==> config.mk <==
export PLATFORM = sky130hd
export DESIGN_NAME = mips_cpu_alu_arbiter
export DESIGN_NICKNAME = d
export VERILOG_FILES = /design/src/rtl/mips_cpu_alu_arbiter.sv
export SDC_FILE = /design/constraint.sdc
export NUM_CORES = 1
export LEC_CHECK = 0
export CELL_PAD_IN_SITES_DETAIL_PLACEMENT = 0
export CELL_PAD_IN_SITES_GLOBAL_PLACEMENT = 1
export CORE_UTILIZATION = 30
export DETAILED_ROUTE_END_ITERATION = 8
export PLACE_DENSITY = 0.93
export SYNTH_ARGS = -nofsm -noshare
export SYNTH_HDL_FRONTEND = slang
export SYNTH_SLANG_ARGS = --single-unit
==> constraint.sdc <==
create_clock -name clk -period 3.3 [get_ports clk]
set_input_delay 0.66 -clock clk [delete_from_list [all_inputs] [get_ports clk]]
set_output_delay 0.66 -clock clk [all_outputs]
set_load 0.02 [all_outputs]
==> src/rtl/mips_cpu_alu_arbiter.sv <==
// mips_cpu_alu_arbiter
// Lets two requesters share one mips_cpu_ALU. Requester 0 is the execute
// stage and requester 1 is the address/branch-target unit. Only one operation
// is in flight at a time. An accepted operation is registered onto the alu_*
// outputs, and the ALU's combinational result is captured one cycle later.
// The result is then held on a tagged response channel that uses valid/ready
// flow control. This block contains no arithmetic.
//
// Ports
//   clk, reset                  clock, synchronous active-high reset
//   r0_valid/r0_ready           requester 0 handshake (ready is combinational)
//   r0_op/r0_a/r0_b/r0_sa       requester 0 operation fields
//   r1_*                        same for requester 1
//   rsp_valid/rsp_ready         response handshake
//   rsp_owner                   requester index the response belongs to
//   rsp_result/rsp_zero/rsp_err captured ALU result, zero flag, illegal-op flag
//   alu_op/alu_a/alu_b/alu_sa   registered operands driven to the ALU
//   alu_result/alu_zero         ALU outputs (combinational from alu_*)
module mips_cpu_alu_arbiter #(
    parameter int DATA_W = 32,
    parameter int OP_W   = 5,
    parameter int MAX_OP = 8,
    parameter int FAIR   = 1
) (
    input  logic              clk,
    input  logic              reset,
    input  logic              r0_valid,
    output logic              r0_ready,
    input  logic [OP_W-1:0]   r0_op,
    input  logic [DATA_W-1:0] r0_a,
    input  logic [DATA_W-1:0] r0_b,
    input  logic [4:0]        r0_sa,
    input  logic              r1_valid,
    output logic              r1_ready,
    input  logic [OP_W-1:0]   r1_op,
    input  logic [DATA_W-1:0] r1_a,
    input  logic [DATA_W-1:0] r1_b,
    input  logic [4:0]        r1_sa,
    output logic              rsp_valid,
    input  logic              rsp_ready,
    output logic              rsp_owner,
    output logic [DATA_W-1:0] rsp_result,
    output logic              rsp_zero,
    output logic              rsp_err,
    output logic [OP_W-1:0]   alu_op,
    output logic [DATA_W-1:0] alu_a,
    output logic [DATA_W-1:0] alu_b,
    output logic [4:0]        alu_sa,
    input  logic [DATA_W-1:0] alu_result,
    input  logic              alu_zero
);

    typedef enum logic [1:0] {IDLE, EXEC, RESP} state_t;

    typedef struct packed {
        logic [OP_W-1:0]   op;
        logic [DATA_W-1:0] a;
        logic [DATA_W-1:0] b;
        logic [4:0]        sa;
    } req_t;

    localparam logic [OP_W-1:0] MAX_OP_V = OP_W'(MAX_OP);

    state_t state, state_nxt;
    logic   last_grant;   // 1 = requester 1 was granted most recently
    logic   gnt;          // requester picked this cycle
    logic   accept;       // handshake with the granted requester
    logic   illegal;
    req_t   sel;

    // Arbitration. On contention the round-robin pointer gives the grant to
    // the requester that was not served last. last_grant resets to 1, so
    // requester 0 wins the first contention after reset.
    always_comb begin
        if (r0_valid && r1_valid)
            gnt = (FAIR != 0) ? ~last_grant : 1'b0;
        else
            gnt = r1_valid;
        accept   = (state == IDLE) && !reset && (r0_valid || r1_valid);
        r0_ready = accept && !gnt;
        r1_ready = accept && gnt;
        sel      = gnt ? {r1_op, r1_a, r1_b, r1_sa} : {r0_op, r0_a, r0_b, r0_sa};
        illegal  = sel.op > MAX_OP_V;
    end

    always_comb begin
        state_nxt = state;
        case (state)
            IDLE:    if (accept) state_nxt = illegal ? RESP : EXEC;
            EXEC:    state_nxt = RESP;
            RESP:    if (rsp_ready) state_nxt = IDLE;
            default: state_nxt = IDLE;
        endcase
    end

    assign rsp_valid = (state == RESP);

    always_ff @(posedge clk) begin
        if (reset) begin
            state      <= IDLE;
            last_grant <= 1'b1;
            rsp_owner  <= 1'b0;
            rsp_result <= '0;
            rsp_zero   <= 1'b0;
            rsp_err    <= 1'b0;
            alu_op     <= '0;
            alu_a      <= '0;
            alu_b      <= '0;
            alu_sa     <= '0;
        end else begin
            state <= state_nxt;
            if (accept) begin
                rsp_owner  <= gnt;
                last_grant <= gnt;
                if (illegal) begin
                    // The ALU is bypassed. alu_* keep their previous operands
                    // so the ALU inputs do not toggle.
                    rsp_err    <= 1'b1;
                    rsp_result <= '0;
                    rsp_zero   <= 1'b1;
                end else begin
                    alu_op <= sel.op;
                    alu_a  <= sel.a;
                    alu_b  <= sel.b;
                    alu_sa <= sel.sa;
                end
            end
            if (state == EXEC) begin
                rsp_result <= alu_result;
                rsp_zero   <= alu_zero;
                rsp_err    <= 1'b0;
            end
        end
    end

endmodule

==> impl_metrics.csv <==
group,metric,value,unit
cts,cts_max_path_buffers,2,
routing,first_pass_iters,4,
die,io_pins,298,
critical_path,timing.critical_path.fanout_max,2,
global_routing,use_met3,6.20,%
global_routing,number_of_antenna_violations_at_the_first_check_in_global_routing,0,
routing,detailedRoute.firstIterationViolations,142,
min_path,worstHoldPathType,"flip-flop to flip-flop",
critical_path,worstPathRequired,2.64,ns
routing,post-route-drc-count,0,
timing,fin_hold_viols,0,
run,drv_cap,0,
die,die_width,134,um
die,core_region_area,16800,sq um
timing,worst_slew_pin_slew,0.654,ns
synth,synth.cell_area,5220,sq um
cells_and_area,antenna_cells,0,
timing,setup-violations-final,0,
synth,ys_types,27,
synth,synth_top_cell_by_area,"sky130_fd_sc_hd__dfxtp_1",
timing,final_max_slew_viol_count,0,
critical_path,crit_arrival,2.42,ns
cells_and_area,synthesis_to_finish_area_growth,67.4,%
synth,post_synth_inst_count,504,
routing,route.detailed.vias_per_inst,4.73,
critical_path,timing_worst_setup_path_type,"input port to output pin",
cts,latest_clock_arrival_within_the_worst_skew_pair,0.35,ns
placement,place_congestion,0.757,
cts,clock_tree.htree_level_count,3,
critical_path,worst_path_most_repeated_cell,"sky130_fd_sc_hd__clkdlybuf4s50_1",
timing,timing.slew.headroom,56.4,%
cells_and_area,post-route-util,52.1,%
timing,grt_setup_unrepaired,"no",
pwr,max-vdd-ir-drop,0.230,mV
cts,root_buffer,"sky130_fd_sc_hd__clkbuf_16",
synth,synthTopCellsByArea,"sky130_fd_sc_hd__dfxtp_1, sky130_fd_sc_hd__mux2i_1, sky130_fd_sc_hd__a32o_1",
routing,route.detailed.wl_per_inst,15.4,um
synth,synth_area_per_cell,10.3,sq um
global_routing,grt_max_degree,60,
cells_and_area,num-nets-final,969,
global_routing,top_usage_layer,"met2",
global_routing,grt_first_pass_wirelength,24500,um
synth,synth_ff_type,"sky130_fd_sc_hd__dfxtp_1",
global_routing,grt_remaining_overflow,0,
critical_path,timing.critical_path.to_type,"output pin",
cts,cts_made_buffers,9,
synth,synth_enable_flop_cells,0,
routing,postRouteWirelength,15600,um
cts,clk_transition_reported_paths,0.07,ns
cts,cts.sinks,112,
critical_path,worst_path_largest_cell_delay,0.66,ns
critical_path,worstPathCellList,"clkdlybuf4s50_1, buf_4, nor4_1, and2_1, clkdlybuf4s50_1",
status,status,"finished clean",
global_routing,vias_in_the_first_global_route,4744,
timing,fmax,325,MHz
critical_path,worst_path_max_delay_cell,"sky130_fd_sc_hd__clkdlybuf4s50_1",
pwr,powerDensity,403,nW/um^2
cts,cts_hold_buffers,0,
pwr,p_leak,3.90,nW
cts,cts_tree,"done",
die,initial_core_util,31.1,%
routing,num_vias,4764,
global_routing,use_met2,29.0,%
synth,synth.yosys.seq_area_share,43.0,%
synth,synth_top_cell_area_share,43.0,%
die,std_cell_rows,47,
global_routing,grt_use_total,17.4,%
synth,postSynthNetCount,690,
timing,final.period_utilization,93.2,%
placement,io_buffers,297,
timing,final.setup_skew,0.00587,ns
die,die-area,17900,sq um
die,die_h,134,um
placement,dp_hpwl,11500,um
timing,tns,0,ns
critical_path,worst_setup_path_start_kind,"input port",
timing,post-route-min-period,3.08,ns
synth,warnings_from_yosys,0,
global_routing,global_route.usage.met1,20.4,%
routing,ant_nets,0,
synth,synth-async-reset-ratio,0,%
cells_and_area,ratio_of_cells_with_drive_above_1_in_the_final_layout,4.83,%
cells_and_area,layout_filler_cell_count,1611,
synth,ys_seq_elements,112,
-- registers in the layout, summed over array words and instances, names as in the netlist --
| name | flops |
|---|---|
| alu_a | 32 |
| alu_sa | 5 |
| state | 2 |
| rsp_err | 1 |
| rsp_result | 32 |
| alu_op | 5 |
| rsp_zero | 1 |
| alu_b | 32 |
| last_grant | 1 |
| rsp_owner | 1 |
-- layer usage --
layer | vias to the layer above | wire length (um)
li1 | 2377 | -
met3 | 16 | 1340
met2 | 185 | 7420
met1 | 2186 | 6530
met5 | - | 0
met4 | 0 | 271
-- final timing paths --
| path | endpoint | from | slack (ns) | cells after the start |
|---|---|---|---|---|
| hold / removal | rsp_err | rsp_err | 0.45 | 2 |
| setup / recovery | r1_ready | reset | 0.22 | 5 |
| setup reg to reg | alu_sa[2] | last_grant | 1.22 | 6 |
| hold reg to reg | rsp_err | rsp_err | 0.45 | 2 |
-- worst max-delay path: cells and delay by family --
kind / cells / cell delay, ns
and+or+nand+nor: 2 / 0.51
buffers and inverters: 3 / 1.24
-- cell usage in the layout, fill, tap and decap left out, drive strengths merged --
cell and n:
o211ai 1, inv 2, buf 19, a32o 32, nor2b 3, and2 1
mux2i 148, and3 1, clkbuf 11, nor3 2, a31oi 1, dlymetal6s2s 1
o21ai 4, nor2 4, a21boi 1, clkinv 1, a211o 1, dfxtp 112
clkdlybuf4s50 296, bufinv 1, o21a 1, nor3b 33, a21o 32, nor4 1
or4 1, mux2 1, clkinvlp 2, nand2 74
-- Yosys cell counts, drive strengths merged, types with 2 or more instances --
cell and n:
dfxtp 112, a32o 32, nor2 4, clkbuf 22, nor3b 33, inv 2
o21ai 4, nor2b 3, a21o 32, nand2 74, buf 26, nor3 2
mux2i 148
-- cells by family (layout without fill, tap and decap cells) --
| family | after synthesis | count (layout) | synth area share [%] |
|---|---|---|---|
| flops | 112 | 112 | 43.0 |
| compound gates | 73 | 73 | 11.9 |
| buf+inv | 50 | 333 | 4.96 |
| mux | 149 | 149 | 28.7 |
| simple gates | 120 | 120 | 11.4 |
-- layout make-up --
class | instances | area, sq um | share of cell area (%)
tap | 220 | 275 | 3.15
clock inverter | 4 | 53.8 | 0.616
timing repair buffer | 316 | 3170 | 36.3
inverter | 2 | 8.76 | 0.100
sequential | 112 | 2240 | 25.7
clock buffer | 11 | 243 | 2.78
multi-input combinational | 342 | 2740 | 31.4
-- power breakdown --
| group | switching (W) | total, W | internal (W) |
|---|---|---|---|
| combinational | 0.000404 | 0.000918 | 0.000513 |
| clock | 0.000505 | 0.00111 | 0.000609 |
| sequential | 0.0000465 | 0.00149 | 0.00145 |
-- what timing repair did --
| item | in CTS | in global routing |
|---|---|---|
| resized for setup | 0 | 1 |
| buffers inserted | 0 | 0 |
| endpoints found under the setup margin | 0 | 1 |
-- metrics by stage --
stage | power (W) | hold slack, ns | std cells | setup slack [ns] | instance area, sq um
after CTS | 0.00358 | 0.461 | 1007 | 0.0446 | 8730
after global routing | 0.00370 | 0.474 | 1007 | 0.131 | 8730
after global placement | 0.00244 | 0.434 | 992 | 0.0802 | 8430
after floorplan | 0.00195 | 0.436 | 504 | 0.866 | 5220
after detailed placement | 0.00245 | 0.447 | 992 | 0.0650 | 8430
final | 0.00352 | 0.454 | 1007 | 0.223 | 8730
Note: power is estimated with default switching activity, not from simulation.
